==> src/rtl/disp_digit_sequencer.sv <==
// ---------------------------------------------------------------------------
// disp_digit_sequencer
//
// Holds six BCD digits (and optionally a decimal-point mask) for the
// six-digit seven-segment scanner and advances them on a prescaled step
// tick or a manual step request. Advancing means per-digit counting within
// [DIGIT_LO, DIGIT_HI] or rotating left/right. A load handshake replaces
// the contents.
//
// Optional feature macro: DISP_DIGIT_SEQUENCER_DP_EN
//   defined   : dp mask register exists, loads from load_dp_i, rotates with
//               the digits.
//   undefined : dp_o is tied to 0 and load_dp_i is ignored.
//
// Ports
//   clk            system clock
//   rst_n          asynchronous active-low reset
//   mode_i[1:0]    00 HOLD, 01 COUNT, 10 ROT_L, 11 ROT_R
//   step_i         single-cycle manual advance request
//   load_valid_i   load request
//   load_ready_o   load accept
//   load_digits_i  new digits, digit k in bits [4k+3:4k], digit 0 rightmost
//   load_dp_i      new decimal-point mask, bit k belongs to digit k
//   digits_o       current digits (registered)
//   dp_o           current decimal-point mask (registered), 1 = lit
//   update_o       one-cycle pulse: digits_o/dp_o were written this cycle
//
// Load handshake: a load is accepted on a rising clk edge where both
// load_valid_i and load_ready_o are 1. load_ready_o is 1 in every cycle
// after reset release except the single cycle following an accepted load,
// so a valid held high is accepted every second cycle.
// ---------------------------------------------------------------------------
module disp_digit_sequencer #(
    parameter int unsigned STEP_DIV = 50_000_000,
    parameter int unsigned DIGIT_LO = 4,
    parameter int unsigned DIGIT_HI = 9
) (
    input  logic        clk,
    input  logic        rst_n,
    input  logic [1:0]  mode_i,
    input  logic        step_i,
    input  logic        load_valid_i,
    output logic        load_ready_o,
    input  logic [23:0] load_digits_i,
    input  logic [5:0]  load_dp_i,
    output logic [23:0] digits_o,
    output logic [5:0]  dp_o,
    output logic        update_o
);

    localparam int unsigned      CNT_W      = $clog2(STEP_DIV);
    localparam logic [CNT_W-1:0] CNT_MAX    = CNT_W'(STEP_DIV - 1);
    localparam logic [CNT_W-1:0] CNT_ONE    = CNT_W'(1);
    localparam logic [3:0]       LO         = 4'(DIGIT_LO);
    localparam logic [3:0]       HI         = 4'(DIGIT_HI);
    localparam logic [23:0]      DIGITS_RST = 24'h987654;

    typedef enum logic [1:0] {
        MODE_HOLD  = 2'b00,
        MODE_COUNT = 2'b01,
        MODE_ROT_L = 2'b10,
        MODE_ROT_R = 2'b11
    } mode_e;

    mode_e            mode;
    logic [CNT_W-1:0] cnt_q, cnt_d;
    logic             ready_q, ready_d;
    logic [23:0]      digits_q, digits_d;
    logic             update_q, update_d;
    logic             tick;
    logic             accept;
    logic             advance;

    function automatic logic [3:0] clamp_digit(input logic [3:0] d);
        if (d < LO || d > HI) return LO;
        return d;
    endfunction

    function automatic logic [3:0] count_digit(input logic [3:0] d);
        if (d >= HI || d < LO) return LO;
        return d + 4'd1;
    endfunction

    assign mode   = mode_e'(mode_i);
    assign tick   = (cnt_q == CNT_MAX);
    assign accept = load_valid_i & ready_q;
    // A load in the same cycle swallows the advance; it is not remembered.
    // tick and step_i together still make a single advance.
    assign advance = (tick | step_i) & (mode != MODE_HOLD) & ~accept;

    always_comb begin
        cnt_d    = (accept || tick) ? '0 : cnt_q + CNT_ONE;
        ready_d  = ~accept;
        update_d = accept | advance;
        digits_d = digits_q;
        if (accept) begin
            for (int k = 0; k < 6; k++) begin
                digits_d[4*k +: 4] = clamp_digit(load_digits_i[4*k +: 4]);
            end
        end else if (advance) begin
            case (mode)
                MODE_COUNT: begin
                    for (int k = 0; k < 6; k++) begin
                        digits_d[4*k +: 4] = count_digit(digits_q[4*k +: 4]);
                    end
                end
                MODE_ROT_L: digits_d = {digits_q[19:0], digits_q[23:20]};
                MODE_ROT_R: digits_d = {digits_q[3:0], digits_q[23:4]};
                default:    digits_d = digits_q;
            endcase
        end
    end

    always_ff @(posedge clk or negedge rst_n) begin
        if (!rst_n) begin
            cnt_q    <= '0;
            ready_q  <= 1'b0;
            digits_q <= DIGITS_RST;
            update_q <= 1'b0;
        end else begin
            cnt_q    <= cnt_d;
            ready_q  <= ready_d;
            digits_q <= digits_d;
            update_q <= update_d;
        end
    end

    assign load_ready_o = ready_q;
    assign digits_o     = digits_q;
    assign update_o     = update_q;

`ifdef DISP_DIGIT_SEQUENCER_DP_EN
    localparam logic [5:0] DP_RST = 6'b010101;

    logic [5:0] dp_q, dp_d;

    // The mask follows the digits: loaded together, rotated together,
    // left alone by counting.
    always_comb begin
        dp_d = dp_q;
        if (accept) begin
            dp_d = load_dp_i;
        end else if (advance) begin
            case (mode)
                MODE_ROT_L: dp_d = {dp_q[4:0], dp_q[5]};
                MODE_ROT_R: dp_d = {dp_q[0], dp_q[5:1]};
                default:    dp_d = dp_q;
            endcase
        end
    end

    always_ff @(posedge clk or negedge rst_n) begin
        if (!rst_n) begin
            dp_q <= DP_RST;
        end else begin
            dp_q <= dp_d;
        end
    end

    assign dp_o = dp_q;
`else
    logic unused_load_dp;

    assign unused_load_dp = ^load_dp_i;
    assign dp_o           = 6'b000000;
`endif

endmodule

==> config.mk <==
export PLATFORM = sky130hd
export DESIGN_NAME = disp_digit_sequencer
export DESIGN_NICKNAME = d
export VERILOG_FILES = /design/src/rtl/disp_digit_sequencer.sv
export SDC_FILE = /design/constraint.sdc
export NUM_CORES = 1
export LEC_CHECK = 0
export ABC_AREA = 1
export ABC_CLOCK_PERIOD_IN_PS = 2100
export CAP_MARGIN = 20
export CELL_PAD_IN_SITES_DETAIL_PLACEMENT = 0
export CELL_PAD_IN_SITES_GLOBAL_PLACEMENT = 1
export CORE_UTILIZATION = 39
export DETAILED_ROUTE_END_ITERATION = 12
export GPL_TIMING_DRIVEN = 0
export PLACE_DENSITY_LB_ADDON = 0.1
export SLEW_MARGIN = 20
export SYNTH_ARGS = -nofsm -noshare
export SYNTH_HDL_FRONTEND = slang
export SYNTH_SLANG_ARGS = --single-unit
export TNS_END_PERCENT = 50
==> constraint.sdc <==
create_clock -name clk -period 2.1 [get_ports clk]
set_clock_uncertainty 0.1 [all_clocks]
set_input_delay 0.42 -clock clk [delete_from_list [all_inputs] [get_ports clk]]
set_output_delay 0.42 -clock clk [all_outputs]
set_load 0.01 [all_outputs]
Word level (Yosys, flattened, before mapping):

Index checks and enable logic that the tools add are counted.

* eq/ne operators: 4
* $add $sub $neg: 7
* multiplexer cells: 64
* bitwise operators: 6
* reductions and logical operators: 17
* magnitude comparators: 24

Operators by type and width (count)
* 4-bit two-way mux: 24
* 24-bit one-hot mux with 3 select lines: 1
* 4-bit by 3-bit < comparator with 1-bit output (second input constant): 12
* 24-bit two-way mux: 2
* 1-bit two-way mux: 36
* 26-bit by 1-bit adder with 26-bit output (second input constant): 1
* 26-bit == test (second input constant): 1
* 26-bit two-way mux: 1
* 4-bit by 1-bit adder with 4-bit output (second input constant): 6
* 4-bit greater-or-equal comparator (second input constant): 6
* 4-bit greater-than comparator (second input constant): 6
* 1-bit logical OR: 13
* 2-bit == test (second input constant): 2
* 2-bit nonzero test: 2
* 4-bit nonzero test: 1
* 1-bit bitwise AND: 3
* 2-bit by 1-bit == test with 1-bit output (second input constant): 1
* 1-bit bitwise OR: 2
* 2-bit AND reduction: 1
* 1-bit inverter: 1

* output and inout port bits: 32
* input bits: 36
* register bits after elaboration: 52

Depth between registers and ports, before layout:

Gate-level depths: netlist (run 1).

* word-level depth: 10
* depth in mapped cells: 13
* gate-level depth less buffers: 13

Worst setup path before layout (run 1):

OpenSTA, ideal clock, no wires.

* kind: input-to-reg
* start point: in mode_i[0]
* end point: reg digits_q[16], in the netlist digits_o[16]
* cell stages on the path: 9
* path slack: 0.310 ns
* arrival time: 1.626 ns
* cells stage by stage: inv_1 > ha_1 > clkbuf_1 > nor2_2 > buf_2 > nand3_1 > a21oi_1 > nand2_2 > nand2_2

* cells in the longest elaborated chain, start to end: 5

RTL lines
* from (decl): RTL line 40 `input logic [1:0] mode_i,`
* 2-bit nonzero test: RTL line 89 `assign advance = (tick | step_i) & (mode != MODE_HOLD) & ~accept;`
* 1-bit bitwise AND (2 in a row): RTL line 89
* 2-bit nonzero test (no line)
* 2-bit AND reduction (no line)
* to (signal assigned): RTL line 123 `digits_q <= digits_d;`
* to (decl): RTL line 68 `logic [23:0] digits_q, digits_d;`

Parallel ways exist; a longest one is shown, timed or not. The select of a mux whose other input is x is not followed.
A chain may end at the register's enable or synchronous reset.

Final worst setup path (run 1):

* start point: reg digits_q[4], in the netlist digits_o[4]
* end point: out digits_o[4]

RTL lines
* to (decl): RTL line 46 `output logic [23:0] digits_o,`

No word-level cell between the ends.

==> out/qor.yml, run 1 <==
clock_network:
  cts.sinks: 52
  htreeDepth: 2
  worstSkewPairLatency_ns: 0.32
  cts_tree: "yes"
  cts-root-buf: "clkbuf_8"
  clkTransAtPathRegs_ns: 0.11
  clockBufferDepth: 2
  cts_buffers: 5
timing:
  setup_viol: 0
  fin_crit_ns: 2.03
  maxSlewHeadroom: 0.527
  hold_viol: 0
  slew_violations: 0
  worstMarginPinSlew_ns: 0.710
  rsz0062_at_grt: "false"
  layout_setup_ws_ns: 0.0724
  fin_crit_sh: 0.966
  finalSetupTns_ns: 0
  max_freq_mhz: 493
detailed_routing:
  drt_pre_antenna_iters: 5
  drtAntennaViolNets: 0
  drc: 0
  vias_per_cell: 5.04
  wl_per_cell_um: 15.1
  vias: 4097
  wl_mm: 12.3
  drtIter0Drc: 238
power_and_ir_drop:
  ir_drop_v: 0.000355
  switching_power_mw: 1.52
  powerDensity_nw_per_um2: 715
  clkPwrFrac: 0.170
  p_leak_nw: 2.41
  p_comb_frac: 0.412
  fin_total_pwr_mw: 3.64
  internal-power_mw: 2.12
  p_sw_frac: 0.417
  seqPwrFrac: 0.418
critical_path:
  critPathLaunchType: "flip-flop"
  reg2reg_slack_ns: 0.16
  r2r_end: "cnt_q[7]$_DFF_PN0_"
  cp_top_family: "flip-flops"
  worstSetupPathType: "reg2out"
  slowest_stage: "dfstp_2"
  critPathMaxFanout: 7
  crit_path_cell_trace: "clkdlybuf4s50_1"
  reg2reg_depth: 9
  required_ns: 1.58
  cp-end-kind: "output pin"
  worst-path-buf-inv: 1
  arrival_ns: 1.51
  timing.rr.start: "cnt_q[0]$_DFF_PN0_"
  slowest_delay_ns: 0.62
synthesis:
  async_flop_share: 1.00
  synth_top_family_by_area: "simple AND/OR/NAND/NOR gates"
  synth_mux_area_frac: 0
  yosys_warnings: 0
  postSynthAreaPerCell_um2: 6.87
  synth-compound-area-share: 0.107
  synth_xor_area_frac: 0.0399
  synth-simple-area-share: 0.369
  synth_fa_ha_area_frac: 0.0659
  yosysSeqAreaShare: 0.315
  syn_area_um2: 4180
  synth_cells: 608
  synth_cell_types: 38
  ys_seq_elements: 52
  synth_edf_count: 0
  synthFlopType: "dfrtp_1"
place:
  routabilityCongestion: 0.857
  place_area_um2: 4910
  place_hpwl_mm: 9.29
  io_buffers: 55
  dp_slack_ns: -0.730
final_layout:
  drive_above_1_share: 0.120
  fin_area_um2: 5090
  diodes: 0
  final_nets: 734
  areaGrowthSynthToFinish_pct: 21.9
  n_fill_cell: 1122
  fin_util: 0.491
flow_run:
  max_cap_viol_count: 0
floorplanning:
  start_util: 0.403
  die_width_um: 105
  io_pins: 68
  die_y_um: 105
  coreArea_um2: 10400
  row_count: 37
  die-area_um2: 11100
grt:
  grt_antenna_before_repair: 0
  grtUsageTotal: 0.235
  grt_start_max_net_pins: 53
  grt_pass1_vias: 4124
  grt_overflow: 0
  grt_pass1_wl_mm: 20.4
min_path:
  hold_class: "in2async"
run_status:
  status: "complete, no violations"
synthesized netlist by cell type (2+ instances only):
cell | instances | area [um2]
nand4_1 | 10 | 62.6
o22ai_1 | 7 | 43.8
nand2_2 | 15 | 93.8
xor2_1 | 11 | 96.3
dfstp_2 | 11 | 289
nand2_1 | 178 | 668
xnor2_1 | 8 | 70.1
nor3b_1 | 3 | 22.5
o21ai_0 | 24 | 120
buf_4 | 6 | 45.0
clkbuf_1 | 6 | 22.5
buf_2 | 5 | 25.0
inv_2 | 3 | 11.3
inv_1 | 74 | 278
a21boi_1 | 5 | 37.5
dfrtp_1 | 41 | 1030
a21oi_1 | 20 | 100
nand2_4 | 3 | 33.8
nor2_2 | 5 | 31.3
nor3_1 | 10 | 50.1
nand3_4 | 3 | 52.6
buf_6 | 2 | 22.5
nand3_1 | 37 | 185
nor2_1 | 74 | 278
ha_1 | 22 | 275
a21boi_0 | 5 | 37.5
a221oi_1 | 9 | 78.8
power groups by stage:
stage          registers, mW  logic (mW)  clock network (mW)
6_report                1.52        1.50               0.620
5_1_grt                 1.55        1.70               0.672
4_1_cts                 1.52        1.49               0.646
3_5_place_dp            1.54        1.48                   0
3_3_place_gp            1.54        1.46                   0
2_1_floorplan           1.49       0.851                   0
registers in the layout (all words and copies together), names as in the netlist:
name	flops
cnt_q	26
update_o	1
load_ready_o	1
digits_o	24
placed cells by master (no fill, tap or decap), types with 4 or more instances in the layout:
master	instances
clkbuf_8	5
ha_1	21
nand2_2	14
inv_1	73
nor2_2	5
a21boi_1	4
clkbuf_2	4
nand2_4	4
nand4_1	10
nand2_1	178
a21oi_1	20
a221oi_1	8
o21ai_0	24
dfrtp_1	40
buf_4	8
nor3_1	9
nand3_1	36
o22ai_1	7
clkdlybuf4s50_1	51
nor2_1	73
a21boi_0	5
dfstp_2	11
buf_6	4
xnor2_1	8
xor2_1	11
conb_1	6
worst max path at each step:
| stage | from | endpoint | depth (start not counted) | slack, ns |
|---|---|---|---|---|
| 3_3_place_gp | rst_n | digits_o[0]$_DFFE_PN0P_ | 1 | -1.21 |
| 5_1_grt | digits_o[6]$_DFFE_PN1P_ | digits_o[6] | 1 | 0.01 |
| 6_report | digits_o[4]$_DFFE_PN1P_ | digits_o[4] | 1 | 0.07 |
| 3_5_place_dp | mode_i[0] | digits_o[21]$_DFFE_PN0P_ | 11 | -0.73 |
| 4_1_cts | mode_i[1] | digits_o[11]$_DFFE_PN0P_ | 8 | 0.005 |
| 2_1_floorplan | mode_i[0] | digits_o[16]$_DFFE_PN0P_ | 9 | 0.31 |
logic make-up (layout without fill, tap and decap cells):
group           after synthesis  count (layout)
flops                        52              52
fa+ha+maj                    22              22
other cells                   1               6
xor+xnor                     19              19
simple gates                343             343
compound gates               73              73
buf+inv                      98             162
routing by layer:
metal / track usage / wire length (um) / up-vias
li1: - / - / 2057
met1: 0.273 / 5240 / 1900
met2: 0.424 / 6180 / 117
met3: 0.0315 / 503 / 23
met4: 0.109 / 380 / 0
met5: 0 / 0 / -
stage by stage:
step / cells / hold WS (ns)
2_1_floorplan: 613 / 0.0244
3_3_place_gp: 804 / 0.396
3_5_place_dp: 804 / 0.406
4_1_cts: 812 / 0.0623
5_1_grt: 813 / 0.0902
6_report: 813 / 0.0305
timing repair:
| action | in CTS | in global routing |
|---|---|---|
| hold buffers | 0 | 0 |
| hold endpoints to repair | 0 | 0 |
| resized for setup | 9 | 19 |
| buffers inserted | 1 | 1 |
| pin swaps | 1 | 2 |
| endpoints found under the setup margin | 25 | 44 |
area by class of cell:
| type | count | area (um2) | share of cell area |
|---|---|---|---|
| clock buffer | 6 | 72.6 | 0.0143 |
| sequential | 52 | 1320 | 0.259 |
| multi-input combinational | 463 | 2500 | 0.490 |
| tap | 136 | 170 | 0.0334 |
| clock inverter | 2 | 16.3 | 0.00319 |
| inverter | 78 | 299 | 0.0587 |
| timing repair buffer | 57 | 571 | 0.112 |
| buffer | 19 | 150 | 0.0295 |
Power figures use the tool's default switching activity.
==> inputs of run 2 (changes only) <==
--- a/config.mk
+++ b/config.mk
@@ -13,7 +13,9 @@
 export CORE_UTILIZATION = 39
 export DETAILED_ROUTE_END_ITERATION = 12
 export GPL_TIMING_DRIVEN = 0
+export HOLD_SLACK_MARGIN = 0.12
 export PLACE_DENSITY_LB_ADDON = 0.1
+export SKIP_CTS_REPAIR_TIMING = 1
 export SLEW_MARGIN = 20
 export SYNTH_ARGS = -nofsm -noshare
 export SYNTH_HDL_FRONTEND = slang
==> out/qor.yml, run 2 (synthesized netlist as in run 1, its figures left out) <==
critical_path:
  worstSetupPathType: "reg2out"
  cp_top_family: "buffers and inverters"
  critPathLaunchType: "flip-flop"
  worst-path-buf-inv: 1
  crit_path_cell_trace: "clkdlybuf4s50_1"
  cp-end-kind: "output pin"
  slowest_delay_ns: 0.61
  arrival_ns: 1.51
  required_ns: 1.58
  slowest_stage: "clkdlybuf4s50_1"
  critPathMaxFanout: 8
floorplanning:
  row_count: 37
  die_y_um: 105
  die_width_um: 105
  coreArea_um2: 10400
  io_pins: 68
  start_util: 0.403
  die-area_um2: 11100
power_and_ir_drop:
  fin_total_pwr_mw: 3.64
  ir_drop_v: 0.000355
  p_leak_nw: 2.42
  powerDensity_nw_per_um2: 714
clock_network:
  cts_tree: "yes"
  htreeDepth: 2
  worstSkewPairLatency_ns: 0.32
  cts.sinks: 52
  cts-root-buf: "clkbuf_8"
  clkTransAtPathRegs_ns: 0.11
  clockBufferDepth: 2
  cts_buffers: 5
detailed_routing:
  vias_per_cell: 5.02
  wl_per_cell_um: 15.1
  drc: 0
  drtIter0Drc: 251
  vias: 4095
  drtAntennaViolNets: 0
  drt_pre_antenna_iters: 4
  wl_mm: 12.3
run_status:
  status: "complete, no violations"
timing:
  slew_violations: 0
  fin_crit_sh: 0.968
  maxSlewHeadroom: 0.523
  worstMarginPinSlew_ns: 0.716
  max_freq_mhz: 492
  holdWs_ns: 0.406
  rsz0062_at_grt: "true"
  hold_viol: 0
  layout_setup_ws_ns: 0.0668
  fin_crit_ns: 2.03
  setup_viol: 0
final_layout:
  n_fill_cell: 1120
  layoutNonFillerInstCount: 816
  final_cell_mix: "178 x nand2_1, 74 x inv_1, 74 x nor2_1"
  final_nets: 737
  diodes: 0
  regMostFlops: "cnt_q"
  drive_above_1_share: 0.116
  fin_util: 0.491
  areaGrowthSynthToFinish_pct: 22.1
  largest_reg_flops: 26
  mostFrequentLayoutCell: "nand2_1"
flow_run:
  max_cap_viol_count: 0
grt:
  grt_start_max_net_pins: 53
  grt_antenna_before_repair: 0
  grt_pass1_wl_mm: 20.3
  grt_overflow: 0
  grt_pass1_vias: 4099
  grtUsageTotal: 0.234
place:
  routabilityCongestion: 0.857
  place_hpwl_mm: 9.29
  place_inst: 804
  dp_slack_ns: -0.730
  io_buffers: 55
min_path:
  hold_class: "reg2reg"
run 2: changes by cell type in the layout (fill, tap and decap cells not counted), sizes merged:
cell,change
dlygate4sd2,-1
clkinvlp,+1
clkdlybuf4s50,+1
buf,+1
dlygate4sd3,+1
run 2: worst paths after layout:
| check | from | endpoint | slack (ns) | depth (start not counted) |
|---|---|---|---|---|
| max reg2reg | cnt_q[0]$_DFF_PN0_ | digits_o[16]$_DFFE_PN0P_ | 0.17 | 11 |
| min | cnt_q[0]$_DFF_PN0_ | cnt_q[0]$_DFF_PN0_ | 0.41 | 1 |
| min in group asynchronous | rst_n | cnt_q[14]$_DFF_PN0_ | 0.58 | 2 |
| max in group asynchronous | rst_n | cnt_q[0]$_DFF_PN0_ | 0.81 | 2 |
| max | digits_o[15]$_DFFE_PN0P_ | digits_o[15] | 0.07 | 1 |
| min reg2reg | cnt_q[0]$_DFF_PN0_ | cnt_q[0]$_DFF_PN0_ | 0.41 | 1 |
run 2: stage by stage:
step                TNS (ns)  area [um2]
floorplan                  0        4190
global placement      -70.42        4910
detailed placement    -14.54        4910
CTS                    -6.38        5000
global route         -0.0139        5100
finish                     0        5100
run 2: cell type report:
class | instances | area, um2 | share of cell area
sequential | 52 | 1320 | 0.258
clock buffer | 6 | 72.6 | 0.0142
timing repair inverter | 1 | 7.51 | 0.00147
inverter | 78 | 297 | 0.0582
timing repair buffer | 59 | 586 | 0.115
buffer | 19 | 150 | 0.0295
clock inverter | 2 | 16.3 | 0.00319
tap | 136 | 170 | 0.0334
multi-input combinational | 463 | 2480 | 0.487
run 2: where the power goes:
group | internal, mW | leakage (nW) | switching [mW]
Combinational | 0.686 | 1.72 | 0.810
Sequential | 1.20 | 0.657 | 0.324
Clock | 0.239 | 0.0414 | 0.379
Total | 2.12 | 2.42 | 1.51
run 2: per-layer routing:
metal / part of all wire / global-route usage
met5: 0 / 0
met4: 0.029 / 0.102
met3: 0.036 / 0.0303
met2: 0.50 / 0.426
met1: 0.43 / 0.273
